===== src/rtl/pll_lock_sequencer.sv =====
// PLL reset/lock sequencer: releases the PLL, qualifies LOCKED, then releases the derived clock domains.
// Optional macro PLL_LOCK_SEQ_RELOCK_CNT_EN enables the saturating RELOCK_CNT counter (tied to 0 otherwise).
module pll_lock_sequencer #(
    parameter int RST_CYCLES    = 8,
    parameter int LOCK_TIMEOUT  = 4096,
    parameter int STABLE_CYCLES = 256,
    parameter int MAX_RETRY     = 3,
    parameter int CNT_WIDTH     = 8
) (
    input  logic                 CLK,
    input  logic                 RESET,
    input  logic                 ENABLE,
    input  logic                 FORCE_RELOCK,
    input  logic                 PLL_LOCKED,
    output logic                 PLL_RST,
    output logic                 PLL_PWRDWN,
    output logic                 CLK_READY,
    output logic                 DOMAIN_RESET,
    output logic                 FAULT,
    output logic [2:0]           STATE,
    output logic [CNT_WIDTH-1:0] RELOCK_CNT
);
    // state     | meaning
    // IDLE      | PLL powered down and held in reset
    // RESET_PLL | PLL powered, reset pulse of RST_CYCLES
    // WAIT_LOCK | reset released, waiting for LOCKED (timeout -> retry)
    // STABLE    | LOCKED seen, qualifying for STABLE_CYCLES
    // RUN       | clocks qualified, derived domains released
    // FAULT     | retries exhausted, sticky until ENABLE=0
    localparam logic [2:0] ST_IDLE      = 3'd0;
    localparam logic [2:0] ST_RESET_PLL = 3'd1;
    localparam logic [2:0] ST_WAIT_LOCK = 3'd2;
    localparam logic [2:0] ST_STABLE    = 3'd3;
    localparam logic [2:0] ST_RUN       = 3'd4;
    localparam logic [2:0] ST_FAULT     = 3'd5;

    localparam int TMAX_A = (RST_CYCLES > LOCK_TIMEOUT) ? RST_CYCLES : LOCK_TIMEOUT;
    localparam int TMAX   = (TMAX_A > STABLE_CYCLES) ? TMAX_A : STABLE_CYCLES;
    localparam int TW     = $clog2(TMAX + 1);
    localparam int RW     = $clog2(MAX_RETRY + 1);

    localparam logic [TW-1:0] T_RST    = TW'(RST_CYCLES - 1);
    localparam logic [TW-1:0] T_LOCK   = TW'(LOCK_TIMEOUT - 1);
    localparam logic [TW-1:0] T_STABLE = TW'(STABLE_CYCLES - 1);

    logic          locked_meta, locked_s;
    logic [2:0]    state, state_nxt;
    logic [TW-1:0] timer, timer_nxt;
    logic [RW-1:0] retry, retry_nxt;

    always_ff @(posedge CLK or posedge RESET) begin
        if (RESET) begin
            locked_meta <= 1'b0;
            locked_s    <= 1'b0;
        end else begin
            locked_meta <= PLL_LOCKED;
            locked_s    <= locked_meta;
        end
    end

    // One shared down-counter, reloaded on every state entry that needs timing.
    always_comb begin
        state_nxt = state;
        timer_nxt = timer;
        retry_nxt = retry;
        if (!ENABLE) begin
            state_nxt = ST_IDLE;
            retry_nxt = '0;
        end else begin
            case (state)
                ST_IDLE: begin
                    state_nxt = ST_RESET_PLL;
                    timer_nxt = T_RST;
                end
                ST_RESET_PLL: begin
                    if (timer == '0) begin
                        state_nxt = ST_WAIT_LOCK;
                        timer_nxt = T_LOCK;
                    end else begin
                        timer_nxt = timer - 1'b1;
                    end
                end
                ST_WAIT_LOCK: begin
                    if (locked_s) begin
                        state_nxt = ST_STABLE;
                        timer_nxt = T_STABLE;
                    end else if (timer == '0) begin
                        retry_nxt = retry + 1'b1;
                        if (retry == RW'(MAX_RETRY - 1)) begin
                            state_nxt = ST_FAULT;
                        end else begin
                            state_nxt = ST_RESET_PLL;
                            timer_nxt = T_RST;
                        end
                    end else begin
                        timer_nxt = timer - 1'b1;
                    end
                end
                ST_STABLE: begin
                    if (!locked_s) begin
                        state_nxt = ST_WAIT_LOCK;
                        timer_nxt = T_LOCK;
                    end else if (timer == '0) begin
                        state_nxt = ST_RUN;
                        retry_nxt = '0;
                    end else begin
                        timer_nxt = timer - 1'b1;
                    end
                end
                ST_RUN: begin
                    if (!locked_s || FORCE_RELOCK) begin
                        state_nxt = ST_RESET_PLL;
                        timer_nxt = T_RST;
                    end
                end
                ST_FAULT: state_nxt = ST_FAULT;
                default:  state_nxt = ST_IDLE;
            endcase
        end
    end

    // Outputs decoded from the next state so they change on the transition edge.
    always_ff @(posedge CLK or posedge RESET) begin
        if (RESET) begin
            state        <= ST_IDLE;
            timer        <= '0;
            retry        <= '0;
            PLL_RST      <= 1'b1;
            PLL_PWRDWN   <= 1'b1;
            CLK_READY    <= 1'b0;
            DOMAIN_RESET <= 1'b1;
            FAULT        <= 1'b0;
        end else begin
            state        <= state_nxt;
            timer        <= timer_nxt;
            retry        <= retry_nxt;
            PLL_RST      <= !((state_nxt == ST_WAIT_LOCK) || (state_nxt == ST_STABLE) ||
                              (state_nxt == ST_RUN));
            PLL_PWRDWN   <= (state_nxt == ST_IDLE);
            CLK_READY    <= (state_nxt == ST_RUN);
            DOMAIN_RESET <= (state_nxt != ST_RUN);
            FAULT        <= (state_nxt == ST_FAULT);
        end
    end

    assign STATE = state;

`ifdef PLL_LOCK_SEQ_RELOCK_CNT_EN
    logic                 relock_evt;
    logic [CNT_WIDTH-1:0] relock_cnt;

    assign relock_evt = ENABLE && (state == ST_RUN) && (!locked_s || FORCE_RELOCK);

    always_ff @(posedge CLK or posedge RESET) begin
        if (RESET) begin
            relock_cnt <= '0;
        end else if (relock_evt && (relock_cnt != '1)) begin
            relock_cnt <= relock_cnt + 1'b1;
        end
    end

    assign RELOCK_CNT = relock_cnt;
`else
    assign RELOCK_CNT = '0;
`endif

endmodule


===== config.mk =====
export PLATFORM = sky130hd
export DESIGN_NAME = pll_lock_sequencer
export DESIGN_NICKNAME = d
export VERILOG_FILES = /design/src/rtl/pll_lock_sequencer.sv
export SDC_FILE = /design/constraint.sdc
export NUM_CORES = 1
export LEC_CHECK = 0
export ABC_AREA = 1
export CAP_MARGIN = 15
export CORE_MARGIN = 2
export CORE_UTILIZATION = 58
export CTS_CLUSTER_DIAMETER = 150
export CTS_CLUSTER_SIZE = 12
export DETAILED_ROUTE_END_ITERATION = 8
export GPL_ROUTABILITY_DRIVEN = 1
export MAX_ROUTING_LAYER = met4
export PLACE_DENSITY = 0.95
export RECOVER_POWER = 100
export SLEW_MARGIN = 40
export SYNTH_ARGS = -nofsm -noshare
export SYNTH_HDL_FRONTEND = slang
export SYNTH_SLANG_ARGS = --single-unit

===== constraint.sdc =====
create_clock -name CLK -period 4.2 [get_ports CLK]
set_clock_uncertainty 0.05 [all_clocks]
set_input_delay 0.84 -clock CLK [delete_from_list [all_inputs] [get_ports CLK]]
set_output_delay 0.84 -clock CLK [all_outputs]
set_load 0.01 [all_outputs]

* Word level (Yosys, flattened, before mapping) *
Cells that the tools add are included.
Widths: inputs -> output; s select.

cells by class
  $add $sub $neg = 2
  multiply operators = 0
  div/mod/pow operators = 0
  order comparisons = 0
  equality and inequality tests = 19
  shift operators = 0
  mux-type cells = 23
  bitwise operators = 0
  reduce and logical (&&, ||, !) cells = 11

operators with widths
  cell                   count
  $mux 13                7
  $pmux 13 s5            1
  $mux 3                 8
  $ne 3x3->1 const B     6
  $pmux 3 s6             1
  $logic_not 13->1       1
  $sub 13x1->13 const B  1
  $eq 3x2->1 const B     4
  $eq 3x3->1 const B     4
  $mux 2                 5
  $reduce_and 5->1       2
  $logic_not 3->1        2
  $reduce_bool 5->1      1
  $ne 4x4->1 const B     1
  $pmux 2 s2             1
  $eq 3x1->1 const B     1
  $logic_or 1x1->1       3
  $ne 3x1->1 const B     1
  $add 2x1->2 const B    1
  $eq 2x2->1 const B     1
  $logic_not 1->1        2
  $ne 2x2->1 const B     1

word-level totals
  bits in registers = 25
  bits in latches = 0
  RAM bits = 0
  bits in read-only memories = 0
  input port bits = 5
  output and inout bits = 16
  word-level logic and storage cells = 65
  memories kept = 0

* Logic depth before layout (Yosys ltp) *
Gate-level depths: netlist (run 1).

  depth in word-level cells = 10
  depth in mapped cells = 12
  gate-level depth less buffers = 11

* Worst setup path after synthesis (run 1) *
OpenSTA, ideal clock, no wires.

  path kind = in2reg
  from = input FORCE_RELOCK
  to = register timer[1]
  library setup time = 0.118 ns
  arrival time = 1.497 ns
  required time = 4.032 ns
  setup slack = 2.535 ns
  cell stages on the path = 9
  buffers on the path = 1
  path through = inv_1 -> nand2_1 -> a21oi_1 -> nor2_1 -> nand2_2 -> buf_6 -> inv_2 -> nand2_1 -> o21ai_2

between the ends
  cells in the longest elaborated chain, start to end = 3

RTL lines
  item                               line  source
  start: declaration                 13    input logic FORCE_RELOCK,
  $logic_or 1x1->1                   111   if (!locked_s || FORCE_RELOCK) begin
  $ne 2x2->1 (no source line)        n/a
  $reduce_and 5->1 (no source line)  n/a
  end signal: assignment             135   timer <= timer_nxt;
  end: declaration                   48    logic [TW-1:0] timer, timer_nxt;

Every way passes these cells.
A chain may end at the register's enable or synchronous reset.

* Final worst setup path (run 1) *
  from = register timer[0]
  to = register timer[9]

between the ends
  cells in the longest elaborated chain, start to end = 4
  elaborated cells on any way between the ends = 11
  classes of those cells = add/sub (1); eq/ne (2); mux (6); reduce/logical (2)

RTL lines
  item                                                      line     source
  $sub 13x1->13 / $logic_not 13->1 (equally long branches)  n/a
  $mux 13, on equally long branches                         103, 87
  $mux 13, on equally long branches                         100, 84
  $pmux 13 s5                                               70       case (state)

Parallel ways exist; a longest one is shown, timed or not. The select of a mux whose other input is x is not followed.

==> results.ini, run 1 <==
[status]
status=completed

[worst_hold_path]
hold_end=locked_s$_DFF_PP0_
worst_hold_startpoint=locked_meta$_DFF_PP0_
hold_depth=0
hp-class=reg -> reg

[final_layout]
n_antenna_cell=0
final_common_cell=nand2_1
post-route-util_pct=65.5
final_cell_mix=nand2_1, nor2_1, dfrtp_1
drive_above_1_share_pct=10.6
nets=226
area_growth_pct=6.10
fin_cells=248

[detailed_routing]
drc=0
firstDrtPassIters=5
postRouteAntennaNets=0
wire_per_inst_um=12.1
routed-via-count=1286
via_per_inst=5.19
wirelength_mm=3.01
drtIter0Drc=40

[critical_path]
cp-startpoint=timer[0]$_DFFE_PP0P_
cp_max_fo=20
crit_type=reg -> reg
r2r_slack_ns=1.54
rr_worst_depth=11
r2r_end=timer[9]$_DFFE_PP0P_
crit_path_end_kind=register
worstPathArrival_ns=2.87
r2r-start=timer[0]$_DFFE_PP0P_
required_ns=4.41
startpoint_type=register

[clocking]
numCtsBuffers=3
postCtsSetupBuffers=0
clockBufferDepth=2
clk_pin_slew_ns=0.15
root_buffer=clkbuf_4
cts.sinks=25
ctsHoldBuffers=0
cts_resized=0
cts_tree=done
clkLatencyLatePin_ns=0.34
cts_max_level=1

[sta]
slew_headroom_pct=38.3
max_freq_ghz=0.376
setup_tns_ns=0
finalMaxSlewViolations=0
fin_crit_sh_pct=63.4
hold_violations=0
worst_pin_slew_ns=0.925
period_minus_slack_ns=2.66
rsz0062_at_grt=no
final-setup-viol-count=0

[global_route]
grt_max_degree=26
grt_pass1_wl_mm=4.97
antenna_found_initial=0
track_usage_pct=20.5
grt_pass1_vias=1190
grt_overflow=0

[floorplan]
die_h_um=55.8
core_area_um2=2520
die-width_um=55.8
ios=21
rows=18
initial_core_util_pct=61.8
die-area_um2=3120

[logic_synthesis]
synth-seq-area-share_pct=40.4
ys_types=28
ys_ff_latch=25
synthCells=205
syn_area_um2=1560
avgSynthCellArea_um2=7.60
yosysWarningCount=0

[placed_design]
dp_cells=244
hpwl_mm=2.33
port_buffers=12
gp_congestion=0.912

[job]
cap_violations=0

[power_and_ir_drop]
p_per_area_nw_per_um2=279
power.leakage_uw=0.000871
max-vdd-ir-drop_v=0.000257

Yosys cell counts:
| cell type | n | area (um^2) |
|---|---|---|
| ha_1 | 2 | 25.0 |
| xnor2_1 | 3 | 26.3 |
| dfrtp_1 | 22 | 551 |
| buf_4 | 9 | 67.6 |
| inv_4 | 1 | 6.26 |
| nand2_2 | 4 | 25.0 |
| dfstp_2 | 3 | 78.8 |
| nor3_1 | 3 | 15.0 |
| conb_1 | 1 | 3.75 |
| nand2_1 | 52 | 195 |
| nor2_4 | 4 | 45.0 |
| o21ai_0 | 7 | 35.0 |
| nand2_4 | 1 | 11.3 |
| a22oi_2 | 1 | 12.5 |
| nand3_1 | 8 | 40.0 |
| o21ai_1 | 5 | 25.0 |
| a21oi_1 | 12 | 60.1 |
| nor2_1 | 21 | 78.8 |
| nor2_2 | 5 | 31.3 |
| o21ai_2 | 1 | 8.76 |
| buf_6 | 1 | 11.3 |
| or2_1 | 1 | 6.26 |
| nand4_1 | 2 | 12.5 |
| inv_1 | 20 | 75.1 |
| a21boi_0 | 1 | 7.51 |
| xor2_1 | 7 | 61.3 |
| nand3_2 | 2 | 20.0 |
| inv_2 | 6 | 22.5 |
routing by layer:
metal / wire length (um) / global-route usage, % / vias to the layer above
met4: 35 / 5.44 / 0
met5: 0 / - / -
met1: 1350 / 25.3 / 601
li1: - / - / 651
met2: 1470 / 35.0 / 32
met3: 154 / 3.26 / 2
worst max path at each step:
stage	endpoint	slack, ns	cells past startpoint
global route	timer[11]$_DFFE_PP0P_	1.33	11
global placement	timer[9]$_DFFE_PP0P_	1.86	7
floorplan	timer[1]$_DFFE_PP0P_	2.53	9
CTS	STATE[2]	1.87	1
detailed placement	timer[9]$_DFFE_PP0P_	1.83	7
finish	timer[9]$_DFFE_PP0P_	1.54	11
report_power, final:
part / leakage [uW] / total, uW / internal, uW / switching, uW
clock network: 0.0000139 / 119 / 36.7 / 82.7
logic: 0.000535 / 81.1 / 27.6 / 53.4
registers: 0.000322 / 260 / 251 / 9.25
worst max-delay path, cell delays in order (launching register included):
cell        delay [ns]
dfrtp_1           0.41
inv_1             0.10
ha_1              0.23
nand3_1           0.14
nor2_1            0.29
nand2_1           0.26
clkinvlp_2        0.21
nand2_1           0.07
nand2_1           0.44
nor2_1            0.19
nand3_1           0.13
nand2_1           0.05
stage by stage:
step | power (uW) | worst slack [ns] | cell area, um^2 | hold slack (ns)
after floorplan | 336 | 2.53 | 1580 | 0.281
after global placement | 350 | 1.86 | 1660 | 0.284
after detailed placement | 353 | 1.83 | 1660 | 0.292
after CTS | 469 | 1.87 | 1690 | 0.325
after global routing | 481 | 1.33 | 1650 | 0.330
final | 461 | 1.54 | 1650 | 0.320
registers in the layout, summed over array words and instances (netlist names):
signal,count
DOMAIN_RESET,1
STATE,3
PLL_RST,1
CLK_READY,1
locked_meta,1
PLL_PWRDWN,1
timer,13
retry,2
locked_s,1
FAULT,1
cells by family after synthesis:
family	after synthesis	share of synthesized area, %
buf+inv	37	11.7
simple gates	103	30.8
fa+ha+maj	2	1.61
flops	25	40.4
other cells	1	0.241
compound gates	27	9.56
xor+xnor	10	5.62
area by class of cell:
class | instances | area (um^2)
fillers | 225 | 870
multi-input cells | 150 | 733
flip-flops and latches | 25 | 629
repair buffers | 12 | 120
inverters | 27 | 103
well taps | 30 | 37.5
clock buffers | 3 | 22.5
clock inverters | 1 | 7.51
Note: power is estimated with default switching activity, not from simulation.
==> inputs of run 2 (changes only) <==
- CORE_UTILIZATION: 58 -> 49
- PLACE_DENSITY: 0.95 -> 0.86
- clock period: 4.2 -> 2.4 ns (I/O delays scaled with it)
==> results.ini, run 2 (synthesized netlist as in run 1, its figures left out) <==
[worst_hold_path]
hold_depth=0  ; unchanged
worst_hold_startpoint=locked_meta$_DFF_PP0_
hp-class=reg -> reg

[floorplan]
initial_core_util_pct=51.4  ; -10 points
core_area_um2=3030  ; +20%
ios=21  ; unchanged
die_h_um=60.4  ; +8.2%
die-area_um2=3650  ; +17%
rows=20  ; +2
die-width_um=60.4  ; +8.2%

[placed_design]
place_area_um2=1690  ; +1.5%
port_buffers=12  ; unchanged
dpl_worst_slack_ns=0.377  ; -1.45 ns
gp_congestion=0.846  ; -7.3%
hpwl_mm=2.25  ; -3.5%

[sta]
max_freq_ghz=0.487  ; +30%
worst_pin_slew_ns=1.30  ; +0.375 ns
rsz0062_at_grt=no
fin_crit_sh_pct=85.6  ; +22 points
setup_tns_ns=0  ; unchanged
finalMaxSlewViolations=0  ; unchanged
final-setup-viol-count=0  ; unchanged
period_minus_slack_ns=2.05  ; -0.607 ns
setup_ws_ns=0.345  ; -1.19 ns
whs_ns=0.318  ; -0.00222 ns
hold_violations=0  ; unchanged
slew_headroom_pct=13.3  ; -25 points

[final_layout]
nets=227  ; +0.44%
drive_above_1_share_pct=11.0  ; +0.41 points
final_common_cell=nand2_1
largest_reg_flops=13  ; unchanged
final_cell_mix=nand2_1, nor2_1, dfrtp_1, inv_1
top_register=timer
final_design_area_no_fill_um2=1680  ; +1.7%
area_growth_pct=7.95
n_antenna_cell=0  ; unchanged

[critical_path]
crit_path_end_kind=register
crit_type=reg -> reg
worstPathArrival_ns=2.22  ; -0.65 ns
startpoint_type=register
r2r-start=timer[0]$_DFFE_PP0P_
rr_worst_depth=11  ; unchanged
cp-startpoint=timer[0]$_DFFE_PP0P_
cp_max_fo=20  ; unchanged
required_ns=2.57  ; -1.84 ns

[clocking]
cts.sinks=25  ; unchanged
clk_pin_slew_ns=0.13  ; -0.02 ns
cts_max_level=1  ; unchanged
root_buffer=clkbuf_4
postCtsSetupBuffers=0  ; unchanged
clockBufferDepth=2  ; unchanged
ctsHoldBuffers=0  ; unchanged
clkLatencyLatePin_ns=0.31  ; -0.03 ns
cts_tree=done
numCtsBuffers=3  ; unchanged
cts_resized=0  ; unchanged

[global_route]
grt_pass1_vias=1187  ; -0.25%
track_usage_pct=18.8  ; -1.7 points
grt_pass1_wl_mm=5.06  ; +1.8%
grt_max_degree=26  ; unchanged
grt_overflow=0  ; unchanged
antenna_found_initial=0  ; unchanged

[job]
cap_violations=0  ; unchanged

[detailed_routing]
wire_per_inst_um=11.0  ; -9.3%
via_per_inst=4.92  ; -5.2%
postRouteAntennaNets=0  ; unchanged
wl_met2_mm=1.39  ; -5.4%
wirelength_mm=2.90  ; -3.9%
wl_met1_mm=1.38  ; +2.0%
drtIter0Drc=50  ; +25%
drc=0  ; unchanged
routed-via-count=1293  ; +0.54%
highest_layer=met4
firstDrtPassIters=4  ; -1
met3_length_um=108  ; -30%

[status]
status=completed

[power_and_ir_drop]
power.leakage_uw=0.000890  ; +2.1%
p_per_area_nw_per_um2=463  ; +66%
max-vdd-ir-drop_v=0.000354  ; +38%

-- run 2: final cells by class --
cell class | count | area (um^2)
clock buffers | 4 | 26.3
fillers | 298 | 1350
inverters | 27 | 104
multi-input cells | 150 | 743
flip-flops and latches | 25 | 629
well taps | 44 | 55.1
repair buffers | 13 | 124
-- run 2: worst paths after layout --
| check | to | slack, ns |
|---|---|---|
| worst max register to register | timer[0]$_DFFE_PP0P_ | 0.35 |
| worst min-delay path | locked_s$_DFF_PP0_ | 0.32 |
| min in group asynchronous | timer[8]$_DFFE_PP0P_ | 0.97 |
| max in group asynchronous | timer[6]$_DFFE_PP0P_ | 0.57 |
| worst min register to register | locked_s$_DFF_PP0_ | 0.32 |
| worst max-delay path | timer[0]$_DFFE_PP0P_ | 0.35 |
-- run 2: through the flow --
step	total power [uW]	cells	util [%]
4_1_cts	802	263	56.6
2_1_floorplan	589	212	-
5_1_grt	831	263	55.5
3_3_place_gp	614	259	55.7
6_report	779	263	55.5
3_5_place_dp	616	259	55.7
-- run 2: worst max-delay path, stage by stage, from the launching register on --
cell	delay [ns]
dfrtp_1	0.40
inv_1	0.09
ha_1	0.24
nand3_1	0.18
nor2_4	0.19
nand2_4	0.10
inv_4	0.08
nand2_1	0.06
nand2_2	0.25
inv_1	0.14
nand2_1	0.10
o21ai_1	0.06
-- run 2: routing by layer --
metal,up-vias,global-route usage (%)
li1,653,-
met1,611,25.7
met2,27,30.1
met3,2,2.77
met4,0,3.17
met5,-,-
-- run 2: report_power, final --
group          switching [uW]  internal, uW  total (uW)
Sequential               16.3           439         456
Clock                     117          64.9         182
Combinational            92.7          48.7         141
